==> src/rtl/load_store_unit.sv <==
// rtl/load_store_unit.sv - multi-cycle load/store stage with byte-lane alignment and handshaked memory port
// Optional MISALIGN_TRAP_EN: misaligned h/hu/sh/w/sw accesses skip the bus and report err.
module load_store_unit #(
    parameter int DATA_W     = 32,
    parameter int DM_ADDRESS = 9,
    parameter int TIMEOUT    = 15,
    parameter int TO_W       = 4
) (
    input  logic                  clk,
    input  logic                  reset,
    input  logic                  MemRead,
    input  logic                  MemWrite,
    input  logic [2:0]            Funct3,
    input  logic [DM_ADDRESS-1:0] addr,
    input  logic [DATA_W-1:0]     wdata,
    output logic [DATA_W-1:0]     rdata,
    output logic                  stall,
    output logic                  err,
    output logic                  mem_req,
    output logic                  mem_we,
    output logic [DM_ADDRESS-1:0] mem_addr,
    output logic [3:0]            mem_be,
    output logic [DATA_W-1:0]     mem_wdata,
    input  logic [DATA_W-1:0]     mem_rdata,
    input  logic                  mem_ack
);

    typedef enum logic [1:0] {
        IDLE = 2'b00,
        WAIT = 2'b01,
        DONE = 2'b10
    } state_t;

    state_t            state, state_n;
    logic [2:0]        f3_q;
    logic [1:0]        off_q;
    logic [TO_W-1:0]   cnt;
    logic              req_any;
    logic              misalign;
    logic              timeout_hit;
    logic [3:0]        be_a;
    logic [DATA_W-1:0] wdata_a;
    logic [DATA_W-1:0] byte_sh;
    logic [15:0]       half_sel;
    logic [DATA_W-1:0] ld_ext;

    assign req_any     = MemRead | MemWrite;
    assign timeout_hit = (cnt == TO_W'(TIMEOUT - 1));

    // Funct3[1:0] encodes size; 11 is not a legal size and falls back to a word
    always_comb begin
        be_a    = 4'b1111;
        wdata_a = wdata;
        case (Funct3[1:0])
            2'b00: begin
                be_a    = 4'b0001 << addr[1:0];
                wdata_a = {4{wdata[7:0]}};
            end
            2'b01: begin
                be_a    = 4'b0011 << {addr[1], 1'b0};
                wdata_a = {2{wdata[15:0]}};
            end
            default: begin
                be_a    = 4'b1111;
                wdata_a = wdata;
            end
        endcase
    end

`ifdef MISALIGN_TRAP_EN
    assign misalign = ((Funct3[1:0] == 2'b01) && addr[0]) ||
                      ((Funct3[1:0] == 2'b10) && (addr[1:0] != 2'b00));
`else
    assign misalign = 1'b0;
`endif

    // Load extraction uses the offset and size latched at request time
    always_comb begin
        byte_sh  = mem_rdata >> {off_q, 3'b000};
        half_sel = off_q[1] ? mem_rdata[31:16] : mem_rdata[15:0];
        case (f3_q[1:0])
            2'b00:   ld_ext = {{24{byte_sh[7] & ~f3_q[2]}}, byte_sh[7:0]};
            2'b01:   ld_ext = {{16{half_sel[15] & ~f3_q[2]}}, half_sel};
            default: ld_ext = mem_rdata;
        endcase
    end

    always_comb begin
        state_n = state;
        stall   = 1'b0;
        case (state)
            IDLE: begin
                if (req_any) begin
                    stall   = 1'b1;
                    state_n = misalign ? DONE : WAIT;
                end
            end
            WAIT: begin
                stall = 1'b1;
                if (mem_ack || timeout_hit) begin
                    state_n = DONE;
                end
            end
            DONE:    state_n = IDLE;
            default: state_n = IDLE;
        endcase
    end

    always_ff @(posedge clk) begin
        if (reset) begin
            state     <= IDLE;
            f3_q      <= 3'b000;
            off_q     <= 2'b00;
            cnt       <= '0;
            mem_req   <= 1'b0;
            mem_we    <= 1'b0;
            mem_addr  <= '0;
            mem_be    <= 4'b0000;
            mem_wdata <= '0;
            rdata     <= '0;
            err       <= 1'b0;
        end else begin
            state <= state_n;
            case (state)
                IDLE: begin
                    if (req_any) begin
                        f3_q      <= Funct3;
                        off_q     <= addr[1:0];
                        mem_addr  <= {addr[DM_ADDRESS-1:2], 2'b00};
                        mem_be    <= be_a;
                        mem_wdata <= wdata_a;
                        cnt       <= '0;
                        if (misalign) begin
                            err   <= 1'b1;
                            rdata <= '0;
                        end else begin
                            mem_req <= 1'b1;
                            mem_we  <= MemWrite;
                        end
                    end
                end
                WAIT: begin
                    if (mem_ack) begin
                        if (!mem_we) begin
                            rdata <= ld_ext;
                        end
                        mem_req <= 1'b0;
                        mem_we  <= 1'b0;
                    end else if (timeout_hit) begin
                        mem_req <= 1'b0;
                        mem_we  <= 1'b0;
                        rdata   <= '0;
                        err     <= 1'b1;
                    end else begin
                        cnt <= cnt + 1'b1;
                    end
                end
                DONE: begin
                    err <= 1'b0;
                end
                default: ;
            endcase
        end
    end

endmodule

==> config.mk <==
export PLATFORM = sky130hd
export DESIGN_NAME = load_store_unit
export DESIGN_NICKNAME = d
export VERILOG_FILES = /design/src/rtl/load_store_unit.sv
export SDC_FILE = /design/constraint.sdc
export NUM_CORES = 1
export LEC_CHECK = 0
export CORE_ASPECT_RATIO = 1.2
export CORE_MARGIN = 8
export CORE_UTILIZATION = 43
export DETAILED_ROUTE_END_ITERATION = 12
export HOLD_SLACK_MARGIN = 0.15
export PLACE_DENSITY = 0.88
export REMOVE_ABC_BUFFERS = 1
export SYNTH_ARGS = -nofsm -noshare
export SYNTH_HDL_FRONTEND = slang
export SYNTH_SLANG_ARGS = --single-unit
==> constraint.sdc <==
create_clock -name clk -period 2.3 [get_ports clk]
set_clock_uncertainty 0.05 [all_clocks]
set_input_delay 0.23 -clock clk [delete_from_list [all_inputs] [get_ports clk]]
set_output_delay 0.23 -clock clk [all_outputs]
set_load 0.05 [all_outputs]
# Word-level counts from Yosys, hierarchy flattened
# Cells that the tools add are included.
[totals]
register_bits = 89
latchBits = 0
ramBits = 0
romBits = 0
input_bits = 81
elab_cells = 69
mem_count = 0
[op_classes]
add_sub_neg = 1
multipliers = 0
div_mod_pow = 0
magnitude_cmp = 0
eq_ne = 12
n_shift = 3
mux = 25
bitwise = 4
reduce_logical = 13
[ops]
columns = ["cell", "n"]
rows = [
  ["$pmux 32 s2", 2],
  ["$mux 32", 3],
  ["$shr 32x5->8", 1],
  ["$mux 16", 1],
  ["$pmux 4 s2", 2],
  ["$mux 4", 3],
  ["$ne 2x2->1 const B", 6],
  ["$reduce_and 3->1", 3],
  ["$pmux 1 s2", 4],
  ["$mux 1", 7],
  ["$eq 2x1->1 const B", 3],
  ["$logic_not 2->1", 3],
  ["$reduce_bool 2->1", 3],
  ["$add 4x1->4 const B", 1],
  ["$eq 4x4->1 const B", 1],
  ["$mux 2", 2],
  ["$pmux 2 s2", 1],
  ["$reduce_and 2->1", 2],
  ["$reduce_and 4->1", 1],
  ["$shl 1x2->4 const A", 1],
  ["$shl 2x2->4 const A", 1],
  ["$ne 3x3->1 const B", 1],
  ["$and 1x1->1", 2],
  ["$eq 2x2->1 const B", 1],
  ["3 further kinds", 3],
]

# Depth between registers and ports, before layout
# Gate-level depths: netlist (run 1).
[logic_depth]
word_depth = 5
mapped_depth = 7

# Worst setup path after synthesis (run 1)
# OpenSTA, ideal clock, no wires.
[synth_path]
kind = "register to register"
startpoint = "register mem_we"
endpoint = "register rdata[16]"
setup_time_ns = 0.059
t_arrival_ns = 1.762
t_required_ns = 2.191
path_slack_ns = 0.429
path_stages_with_launch = 6
synth_period_minus_slack_ns = 1.871
cell_sequence = "dfxtp_1 > nand2b_1 > o21ai_0 > a21oi_1 > clkbuf_1 > a221o_2"
[synth_between]
elab_chain_cells = 2
[synth_rtl]
columns = ["element", "line", "source"]
rows = [
  ["from (decl)", "20", "output logic mem_we,"],
  ["from (signal assigned)", "138", "mem_we <= MemWrite;"],
  ["$ne 2x2->1 (no line)", "-", ""],
  ["$reduce_and 3->1 (no line)", "-", ""],
  ["to (signal assigned)", "145", "rdata <= ld_ext;"],
  ["to (decl)", "16", "output logic [DATA_W-1:0] rdata,"],
]
# No other way between the ends.
# A chain may end at the register's enable or synchronous reset.

# Worst setup path after layout (run 1)
[layout_path]
startpoint = "register off_q[1]"
endpoint = "register rdata[8]"
[layout_between]
elab_chain_cells = 5
elab_cells_between_ends = 6
cone_classes = "1 x shift; 4 x mux; 1 x bitwise"
[layout_rtl]
columns = ["element", "line", "source"]
rows = [
  ["from (decl)", "36", "logic [1:0] off_q;"],
  ["from (signal assigned)", "128", "off_q <= addr[1:0];"],
  ["$shr 32x5->8", "79", "byte_sh = mem_rdata >> {off_q, 3'b000};"],
  ["$and 1x1->1", "82", "2'b00: ld_ext = {{24{byte_sh[7] & ~f3_q[2]}}, byte_sh[7:0]};"],
  ["$pmux 32 s2 (*)", "81", "case (f3_q[1:0])"],
  ["$mux 32 (*)", "144", "if (!mem_we) begin"],
  ["$mux 32 (*)", "143", "if (mem_ack) begin"],
]
# Every way passes the cells marked *; elsewhere a longest branch is shown, timed or not. The select of a mux whose other input is x is not followed.

==> results of run 1 <==
==> logic make-up (layout without fill, tap and decap cells) <==
family / after synthesis / after routing / synth area share [%]
simple gates: 154 / 154 / 17.59
compound gates: 134 / 134 / 23.21
flops: 89 / 89 / 44.72
buf+inv: 42 / 198 / 4.837
mux: 34 / 34 / 8.920
fa+ha+maj: 2 / 2 / 0.6280
other cells: 1 / 2 / 0.09413
==> per-stage QoR <==
step / power (W) / cells
2_1_floorplan: 0.002502 / 421
3_3_place_gp: 0.003036 / 718
3_5_place_dp: 0.003068 / 718
4_1_cts: 0.004216 / 733
5_1_grt: 0.004371 / 733
6_report: 0.004171 / 733
==> layout make-up <==
cell class	count	area share, %
clock buffers	13	3.017
clock inverters	2	0.5907
inverters	6	0.3797
multi-input cells	326	34.03
flip-flops and latches	89	30.04
well taps	120	2.532
repair buffers	177	29.41
==> worst reg2reg max path: stages, from the launching register on <==
cell                      delay [ps]
sky130_fd_sc_hd__dfxtp_1         500
sky130_fd_sc_hd__mux4_2          570
sky130_fd_sc_hd__a21oi_2         320
sky130_fd_sc_hd__o21ai_0         150
sky130_fd_sc_hd__a32o_1          270
==> registers in the layout, indices dropped and copies added, names as in the netlist <==
| name | count |
|---|---|
| cnt | 4 |
| err | 1 |
| f3_q | 3 |
| mem_addr | 7 |
| mem_be | 4 |
| mem_req | 1 |
| mem_wdata | 32 |
| mem_we | 1 |
| off_q | 2 |
| rdata | 32 |
| state | 2 |
==> worst paths after layout <==
kind / from / to / slack, ps / cells past startpoint
worst min register to register: mem_addr[5] / mem_addr[5] / 400 / 2
worst min-delay path: addr[3] / mem_addr[3] / 370 / 3
worst max register to register: off_q[1] / rdata[8] / 330 / 4
worst max-delay path: off_q[1] / rdata[8] / 330 / 4
==> layout by cell type, fill, tap and decap left out, types with 3 or more instances in the layout <==
cell / count
sky130_fd_sc_hd__nor2_1: 33
sky130_fd_sc_hd__a32o_1: 15
sky130_fd_sc_hd__nor2b_1: 8
sky130_fd_sc_hd__mux2i_1: 31
sky130_fd_sc_hd__a211oi_1: 10
sky130_fd_sc_hd__a21oi_1: 45
sky130_fd_sc_hd__a311oi_1: 8
sky130_fd_sc_hd__nor3_1: 7
sky130_fd_sc_hd__buf_4: 17
sky130_fd_sc_hd__a221o_2: 10
sky130_fd_sc_hd__inv_1: 6
sky130_fd_sc_hd__a22oi_1: 3
sky130_fd_sc_hd__nand2_1: 83
sky130_fd_sc_hd__clkbuf_8: 13
sky130_fd_sc_hd__a221o_1: 6
sky130_fd_sc_hd__nand2b_1: 11
sky130_fd_sc_hd__dfxtp_1: 89
sky130_fd_sc_hd__clkdlybuf4s50_1: 157
sky130_fd_sc_hd__o21ai_0: 27
==> power groups by stage <==
stage	sequential [W]	combinational, W	clock [W]
floorplan	0.00215	0.000352	0
global placement	0.00177	0.00127	0
detailed placement	0.00178	0.00129	0
CTS	0.00174	0.00130	0.00118
global route	0.00176	0.00137	0.00124
finish	0.00174	0.00129	0.00114
==> metal layers <==
layer / GRT usage [%] / up-vias
met3: 9.352 / 16
li1: - / 1942
met4: 8.250 / 0
met1: 22.03 / 1883
met2: 32.29 / 183
met5: 0 / -
==> impl_summary.md, run 1 <==
Run status
The run finished with clean final reports.

Detailed routing
The first TritonRoute pass finished after 5 iterations. The detailed router put a total of 5244 um of wire on met1. The met2 wirelength from detailed routing is 5907 um. The highest layer used for signal routing is met4. The routed design uses 1335 um of met3 wire.

Once detail routing completed, the nets flagged for antenna violations numbered 0. Dividing the detail-routed wire length by the instance count gives 17.32 um. The count of unresolved DRC violations after routing is 0. After detailed routing, the total wire length is 12,700 um. Across all layers, the routed design uses 4,024 vias. The number of vias per cell is 5.490.

The first routing iteration left 134 violations.

Logic synthesis
The commonest cells after synthesis are sky130_fd_sc_hd__dfxtp_1, sky130_fd_sc_hd__nand2_1, sky130_fd_sc_hd__a21oi_1. Sequential elements use 44.72% of the synthesized area. The synthesized design contains 0 enable-type register cells. Dividing the synthesized area by the synthesized cell count gives 8.736 sq um.

Yosys mapped the design onto 42 distinct sky130hd cell types. The share of Yosys cell area claimed by the top area cell type is 44.72%. In the synthesized netlist the dominant register cell turns out to be sky130_fd_sc_hd__dfxtp_1. The synthesized cell area is 3984 sq um.

The most numerous cell in the Yosys netlist is sky130_fd_sc_hd__dfxtp_1. The count of warnings emitted by yosys is 0. The post-synthesis register bit count is 89. Ranked by total cell area, the synthesized netlist is headed by sky130_fd_sc_hd__dfxtp_1, sky130_fd_sc_hd__nand2_1, sky130_fd_sc_hd__mux2i_1. The share of synthesized flip-flops with an asynchronous set or reset is 0%. The cell count after synthesis came out at 456. The biggest area contributor in the post-synthesis netlist is sky130_fd_sc_hd__dfxtp_1.

Power and ir drop
VDD sags by at most 0.4069 mV. The share of total power in combinational logic is 30.9%. In this run the power spent charging and discharging nets is 0.001398 W. The total power divided by cell area is 703.4 nW/um^2. For this design the static power due to leakage is 2.219 nW.

The sequential fraction of design power is 41.7%. Net switching is 33.52% of the power. The internal power of the cells is 0.002773 W. The clock network is responsible for 27.4% of the overall power.

Clocking
The tree built by TritonCTS fans out to 89 sinks. In this run, post-CTS hold repair placed 0 buffers. TritonCTS created 9 clock buffers. The clock root buffer is sky130_fd_sc_hd__clkbuf_8. The buffer depth of the longest clock path is 2. The level count of the clock H-tree is 3.

After clock tree synthesis, the setup repair step added 0 buffers. Clock-pin slew was measured on the worst setup and hold paths at 90 ps. The clock latency of the later-clocked register in the worst-skew pair is 350 ps. TritonCTS built the clock tree. Gates resized during post-CTS repair numbered 0.

GRT
The total global routing track utilization is 19.88%. The number of global-route vias before repair is 4,104. After global routing the overflow that remains totals 0.

Entering global routing, the biggest net connects 60 pins. The initial antenna violation count came to 0. The wire length of the first global-routing pass is 20,530 um.

Floorplanning
From bottom edge to top edge, the die measures 121.4 um. The die covers 12,610 sq um. The number of rows created at floorplan is 38. The die is 103.9 um wide. The core box area is 9034 sq um. The initial cell density of the core is 44.10%. 162 I/O pins were placed.

Timing
The smallest setup slack after layout is 327.1 ps. Setup repair after global routing left no endpoint under its margin. The smallest hold slack is 368.7 ps.

The remaining max-slew budget at the tightest pin is 40.30%. The maximum clock frequency is 0.5069 GHz. The worst path in the final design needs a cycle of 1973 ps, including I/O delays and setup. The final number of hold-violating endpoints is 0. For the pin with the worst max-slew slack, the measured transition is 891.7 ps. The period utilization is 85.78%. Setup violations remaining at the end of the flow were counted as 0. The number of pins with negative max-slew slack in the final report was 0.

For the final routed database, the setup TNS stands at 0 ps.

Critical path
The required time reported for the critical path endpoint is 2490 ps. In this design, the stage delay of the slowest critical-path cell is 570 ps. The category of the worst setup path launch point is a flop. The highest fanout seen on the critical path is 7. The number of buffers and inverters on the critical path is 0. The data arrival time of the critical path is 2160 ps.

The endpoint kind of the worst setup timing path is a flop. The kind of cell with the highest combined delay along the critical path is compound AO/OA/AOI/OAI gates. Walking the worst path, the cells encountered are mux4_2 > a21oi_2 > o21ai_0 > a32o_1. The critical path start-end classification is flop to flop. The standard cell with the maximum stage delay on the critical path is sky130_fd_sc_hd__mux4_2.

Final layout
The area occupied by registers is 1782 sq um. For this run, the share of the core covered by cells in the final layout is 65.65%. The final layout net count is 692. 0 antenna diodes ended up in the layout.

The post-route standard cell area excluding fillers is 5931 sq um. The filler cell count is 727. In the final layout, the multi-input gates occupy 2018 sq um. The ratio of cells with drive above 1 in the final layout is 9.135%. The area growth from synthesis to layout is 48.87%.

Placed design
Port buffering added 159 buffers. The global placement routability congestion is 0.8770. In this run the cell area measured after placement is 5717 sq um.

The HPWL after detailed placement is 9643 um. At the placement stage, the worst setup path has a slack of 100.9 ps.

Run
The number of maximum-capacitance violations is 0.

Hold path
The min-delay analysis places its worst path in the category primary input to flop.
No activity file was read; power rests on OpenSTA's default activity.
==> inputs of run 2 (changes only) <==
--- a/config.mk
+++ b/config.mk
@@ -7,10 +7,11 @@
 export LEC_CHECK = 0
 export CORE_ASPECT_RATIO = 1.2
 export CORE_MARGIN = 8
-export CORE_UTILIZATION = 43
+export CORE_UTILIZATION = 25
+export CTS_BUF_LIST = sky130_fd_sc_hd__clkbuf_8
 export DETAILED_ROUTE_END_ITERATION = 12
 export HOLD_SLACK_MARGIN = 0.15
-export PLACE_DENSITY = 0.88
+export PLACE_DENSITY = 0.59
 export REMOVE_ABC_BUFFERS = 1
 export SYNTH_ARGS = -nofsm -noshare
 export SYNTH_HDL_FRONTEND = slang
==> impl_summary.md, run 2 (same netlist as run 1, synthesis figures left out) <==
Floorplanning
The initial cell density of the core is 25.57% (-19 points). The number of rows created at floorplan is 50 (+32%). The core box area is 15,580 sq um (+72%). The vertical die dimension was 154.3 um (+27%).

The number of top-level design ports came to 162 (unchanged). The chip width is 131.2 um (+26%). The die footprint is 20,250 sq um (+61%).

Detailed routing
The detailed-routing iteration count for the pre-antenna-repair pass is 4 (-1). The overall via count from detail_route is 3,942 (-2.0%). The number of DRC markers in iteration 0 came to 296 (+120%). The total wire length after detailed routing came to 13,620 um (+7.3%). The count of unresolved DRC violations after routing is 0 (unchanged). The routed length per placed instance is 16.63 um (-4.0%). The residual antenna-violating net count after detailed routing is 0 (unchanged).

The number of vias per cell is 4.813 (-12%).

Clocking
The clock latency of the later-clocked register in the worst-skew pair is 360 ps (about the same). The post-cts resize count came to 0 (unchanged). The post-CTS setup repair buffer count was 0 (unchanged). The number of buffers created by CTS came to 9 (unchanged). The clock sink count is 89 (unchanged).

The buffer depth of the longest clock path came to 2 (unchanged). The quantity of hold-fixing buffers added after cts is 0 (unchanged). The tree is rooted in a sky130_fd_sc_hd__clkbuf_8. The level count of the clock H-tree is 3 (unchanged).

The post-CTS clock slew at the launch and capture registers of the worst setup and hold paths came to 80 ps (about the same). TritonCTS built the clock tree.

Critical path
The largest incremental delay on the critical path is 580 ps (about the same). The highest fanout seen on the critical path is 8 (+1). The number of cells traversed by the worst register-to-register path was 4 (unchanged). The endpoint identified for the worst register-to-register timing path is rdata[9]. The category of the worst setup path launch point is a flop.

On the critical path, the stage with the largest delay is an instance of sky130_fd_sc_hd__mux4_2. Walking the worst path, the cells encountered are mux4_2 > a21oi_2 > o21ai_0 > a32o_1. The required time reported for the critical path endpoint is 2500 ps (about the same).

The slack of the worst reg-to-reg path is 350 ps (+20 ps). The startpoint identified for the worst register-to-register timing path is off_q[1]. The data arrival time of the critical path is 2150 ps (about the same). The critical path is of the flop to flop type. The endpoint kind of the worst setup timing path is a flop.

Timing
The slew of the pin with the lowest slew margin was 860.9 ps (-30.84 ps). The final number of hold-violating endpoints came to 0 (unchanged). The number of pins with negative max-slew slack in the final report came to 0 (unchanged).

The period utilization was 84.82% (-0.95 points). The maximum clock frequency is 0.5126 GHz (+1.1%). The total of endpoints with negative setup slack in the final report is 0 (unchanged).

The remaining max-slew budget at the tightest pin came to 42.37% (+2.1 points). The final critical-path required period is 1951 ps (-21.95 ps). Setup repair after global routing left no endpoint under its margin.

GRT
The wire length of the first global-routing pass is 22,150 um (+7.9%). The global route total overflow came to 0 (unchanged). The pin count of the biggest net entering global routing is 66 (+10%). The number of global-route vias before repair is 4,059 (-1.1%). The total global routing track utilization is 13.42% (-6.5 points). The initial antenna violation count is 0 (unchanged).

Final layout
The share of the core filled with cells in the final layout came to 38.43% (-27 points). The footprint of the multi-input gates is 2018 sq um (unchanged). The most frequent standard cell in the layout excluding fill and tap cells is sky130_fd_sc_hd__clkdlybuf4s50_1. The filler cell count came to 1,572 (+120%). The final layout net count is 690 (-0.29%). The ratio of cells with drive above 1 in the final layout is 8.511% (-0.62 points).

In the layout the commonest cells are sky130_fd_sc_hd__clkdlybuf4s50_1, sky130_fd_sc_hd__dfxtp_1, sky130_fd_sc_hd__nand2_1. The area added between synthesis and finish is 50.28%. The largest registers in the layout are mem_wdata x32, rdata x32, mem_addr x7. The count of inserted antenna diode cells was 0 (unchanged). The area occupied by registers is 1782 sq um (unchanged).

Power and ir drop
The worst ir drop on vdd came to 0.2690 mV (-34%). The total power divided by cell area came to 664.6 nW/um^2 (-5.5%). The leakage power summed over all cells is 2.193 nW (-1.2%). The power consumption is 0.003979 W (-4.6%).

Run
The number of maximum-capacitance violations came to 0 (unchanged).

Run status
The run finished with clean final reports.

Hold path
The path type of the worst min-delay path is primary input to flop. In this run the most critical hold path is launched from addr[8]. The cell count of the worst hold path is 3 (unchanged). The capture endpoint of the worst hold path is mem_addr[8].

Placed design
The number of buffers inserted by port buffering was 159 (unchanged). The HPWL after detailed placement is 10,130 um (+5.1%). The global placement routability congestion was 0.8069 (-8.0%).
run 2: changes by cell type in the layout (fill, tap and decap cells not counted):
cell,previous run,this run
sky130_fd_sc_hd__buf_4,17,14
sky130_fd_sc_hd__bufinv_16,1,0
sky130_fd_sc_hd__clkinv_2,1,2
sky130_fd_sc_hd__inv_1,6,8
sky130_fd_sc_hd__clkinvlp_4,0,1
sky130_fd_sc_hd__clkbuf_8,13,10
sky130_fd_sc_hd__buf_12,2,3
run 2: layout make-up:
type                    count  area share [%]
repair buffers            175           29.09
flip-flops and latches     89           29.76
inverters                   6          0.3762
multi-input cells         326           33.71
well taps                 208           4.347
clock buffers              10           2.299
clock inverters             5          0.4180
run 2: worst max-delay path by stage:
| stage | from | end | slack (ps) | cells past startpoint |
|---|---|---|---|---|
| after global routing | off_q[1] | rdata[18] | 210 | 4 |
| after floorplan | mem_we | rdata[16] | -370 | 4 |
| final | off_q[1] | rdata[9] | 350 | 4 |
| after detailed placement | mem_rdata[7] | rdata[16] | 160 | 5 |
| after CTS | off_q[1] | rdata[30] | 360 | 4 |
| after global placement | mem_rdata[23] | rdata[16] | 210 | 5 |
run 2: routing by layer:
layer  global-route usage, %  part of all wire, %  vias to the layer above
met1                   16.28                   45                     1828
met5                       0                    0                        -
li1                        -                    -                     1933
met3                   4.861                  8.9                       17
met2                   20.89                   44                      164
met4                   5.931                  2.1                        0
run 2: power by group:
part / internal, W / switching [W]
clock: 0.000405 / 0.000542
sequential: 0.00166 / 0.0000778
combinational: 0.000496 / 0.000797
run 2: worst max-delay path, delay by kind of cell (launching register included):
| family | cells | cell delay (ps) |
|---|---|---|
| DFF | 1 | 520 |
| muxes | 1 | 580 |
| AOI/OAI and AO/OA | 3 | 690 |
run 2: metrics by stage:
step | setup WS, ps | instances | cell area [sq um] | setup TNS [ps] | hold WS [ps]
after floorplan | -371.1 | 421 | 3817 | -9881 | 249.1
after global routing | 207.9 | 819 | 5987 | 0 | 344.8
after CTS | 356.0 | 819 | 5987 | 0 | 321.5
after detailed placement | 162.2 | 804 | 5824 | 0 | 399.6
final | 349.0 | 819 | 5987 | 0 | 360.3
after global placement | 208.9 | 804 | 5824 | 0 | 391.8
==> inputs of run 3 (changes only) <==
==> constraint.sdc (replaced) <==
create_clock -name clk -period 2 [get_ports clk]
set_clock_uncertainty 0.05 [all_clocks]
set_input_delay 0.2 -clock clk [delete_from_list [all_inputs] [get_ports clk]]
set_output_delay 0.2 -clock clk [all_outputs]
set_load 0.05 [all_outputs]
==> impl_summary.md, run 3 (same netlist as run 1, synthesis figures left out) <==
Run status
The run finished with clean final reports.

Timing
The final total negative setup slack is 0 ps (unchanged). The final number of hold-violating endpoints is 0 (unchanged). Setup repair after global routing left no endpoint under its margin. The final critical-path required period is 1834 ps. The smallest hold slack is 322.4 ps (-37.88 ps). The period utilization is 91.71%. The total of endpoints with negative setup slack in the final report was 0 (unchanged). The remaining max-slew budget at the tightest pin is 56.44% (+14 points). For this run, the top clock speed supported by timing is 0.5452 GHz. The smallest setup slack after layout came to 165.8 ps (-183.3 ps). The slew of the pin with the lowest slew margin came to 653.4 ps (-207.5 ps).

The number of pins with negative max-slew slack in the final report was 0 (unchanged).

Critical path
The number of buffers and inverters on the critical path is 1 (+1). The standard cell with the maximum stage delay on the critical path is sky130_fd_sc_hd__clkdlybuf4s50_1. Traced cell by cell, the critical path runs through clkdlybuf4s50_1.

The category of the worst setup path launch point is a flop. The highest fanout seen on the critical path came to 4 (-4). The required time reported for the critical path endpoint is 1750 ps (-750 ps). The largest incremental delay on the critical path is 820 ps (+240 ps). STA classifies the critical path endpoint as an output port. The critical path start-end classification is flop to output port. The data arrival time of the critical path is 1580 ps (-570 ps). The family of cells with the greatest summed delay on the critical path is buffers and inverters.

Clocking
The clock sink count is 89 (unchanged). The clock latency of the later-clocked register in the worst-skew pair is 370 ps (about the same). The buffer depth of the longest clock path came to 2 (unchanged). TritonCTS built the clock tree. The quantity of hold-fixing buffers added after cts came to 0 (unchanged). The number of buffers created by CTS was 9 (unchanged). The level count of the clock H-tree is 3 (unchanged).

The post-CTS clock slew at the launch and capture registers of the worst setup and hold paths came to 90 ps (about the same). The clock root buffer is sky130_fd_sc_hd__clkbuf_8.

Detailed routing
The count of unresolved DRC violations after routing is 0 (unchanged). The number of vias per cell is 4.815 (about the same). The overall via count from detail_route is 3,982 (+1.0%). The routed length per placed instance is 17.21 um (+3.5%). The detailed-routing iteration count for the pre-antenna-repair pass came to 5 (+1).

The residual antenna-violating net count after detailed routing is 0 (unchanged). The number of DRC markers in iteration 0 is 306 (+3.4%). The total wire length after detailed routing came to 14,230 um (+4.5%).

Floorplanning
The die footprint came to 20,250 sq um (unchanged). The number of top-level design ports was 162 (unchanged). The vertical die dimension is 154.3 um (unchanged).

The initial cell density of the core is 25.57% (unchanged). The core box area is 15,580 sq um (unchanged). The chip width is 131.2 um (unchanged).

The number of rows created at floorplan is 50 (unchanged).

Final layout
Leaving out fill and tap cells, the most frequent cells in the layout are sky130_fd_sc_hd__clkdlybuf4s50_1, sky130_fd_sc_hd__dfxtp_1, sky130_fd_sc_hd__nand2_1. The footprint of the multi-input gates was 2018 sq um (unchanged). The final standard cell count with taps included and fillers excluded is 827 (+0.98%). The area occupied by registers came to 1783 sq um (about the same).

The most frequent standard cell in the layout excluding fill and tap cells is sky130_fd_sc_hd__clkdlybuf4s50_1. The count of inserted antenna diode cells is 0 (unchanged). In the final layout, the registers with the most flip-flops are mem_wdata x32, rdata x32, mem_addr x7.

The final layout net count is 698 (+1.2%). The filler cell count was 1,551 (-1.3%). The area added between synthesis and finish is 52.86%. The ratio of cells with drive above 1 in the final layout came to 10.18% (+1.7 points).

GRT
The global route total overflow is 0 (unchanged). The number of global-route vias before repair was 4,144 (+2.1%). The total global routing track utilization is 13.84% (+0.42 points). The wire length of the first global-routing pass was 22,670 um (+2.3%). The initial antenna violation count is 0 (unchanged). The pin count of the biggest net entering global routing is 66 (unchanged).

Hold path
The min-delay analysis places its worst path in the category primary input to flop.

Power and ir drop
The sequential fraction of design power is 41.5% (-2.2 points). The fraction of power spent switching nets is 35.09% (-0.51 points). The internal power of the cells is 0.003133 W (+22%). The net switching component of the power is 0.001694 W (+20%).

The relative contribution of the clock network to total power is 27.3% (+3.5 points). The worst ir drop on vdd is 0.3290 mV (+22%). The total power divided by cell area came to 792.6 nW/um^2 (+19%). The leakage power summed over all cells is 2.234 nW (+1.9%). The share of total power in combinational logic is 31.3% (-1.2 points).

Placed design
The global placement routability congestion is 0.8132 (+0.78%). The cell count after placement came to 811 (+0.87%). The number of buffers inserted by port buffering is 159 (unchanged). The pre-CTS worst setup slack is -154.0 ps (-316.1 ps). The HPWL after detailed placement is 10,550 um (+4.1%).

Run
The number of maximum-capacitance violations was 0 (unchanged).
run 3: path summary, 6_finish.rpt:
check                                   start       endpoint  slack, ps  cells past startpoint
worst min register to register  mem_wdata[24]  mem_wdata[24]        410                      2
worst max register to register       off_q[1]      rdata[10]        170                      4
worst min-delay path                  addr[8]    mem_addr[8]        320                      3
worst max-delay path                   mem_we         mem_we        170                      1
run 3: layout make-up:
cell class,instances,area share (%)
multi-input combinational,326,33.14
timing repair buffer,183,29.59
sequential,89,29.28
tap,208,4.274
clock buffer,11,2.486
clock inverter,4,0.8630
inverter,6,0.3698
run 3: repair_timing:
item                       CTS  global route
gates resized for setup      0             1
hold endpoints to repair     0             0
setup endpoints to repair    0            16
buffers inserted             0             1
run 3: power groups by stage:
stage / Sequential, W / Combinational, W / Clock, W
after CTS: 0.00200 / 0.00152 / 0.00136
after global placement: 0.00203 / 0.00150 / 0
after global routing: 0.00202 / 0.00161 / 0.00143
final: 0.00200 / 0.00151 / 0.00132
after floorplan: 0.00247 / 0.000404 / 0
after detailed placement: 0.00204 / 0.00151 / 0
run 3: per-layer routing:
layer	GRT usage, %	wire, um	vias up
li1	-	-	1950
met1	16.19	6295	1845
met2	22.26	6369	169
met3	5.314	1291	18
met4	5.710	274	0
met5	0	0	-
run 3: stage by stage:
step / util [%] / total power (W) / cell area (sq um)
after floorplan: - / 0.002878 / 3817
after global placement: 37.65 / 0.003537 / 5864
after detailed placement: 37.65 / 0.003557 / 5864
after CTS: 38.96 / 0.004887 / 6068
after global routing: 39.09 / 0.005061 / 6090
final: 39.09 / 0.004827 / 6090
run 3: tightest hold or removal path, delay by kind of cell:
kind,cells,cell delay [ps]
compound gates,1,50
buf+inv,1,390
simple gates,1,50
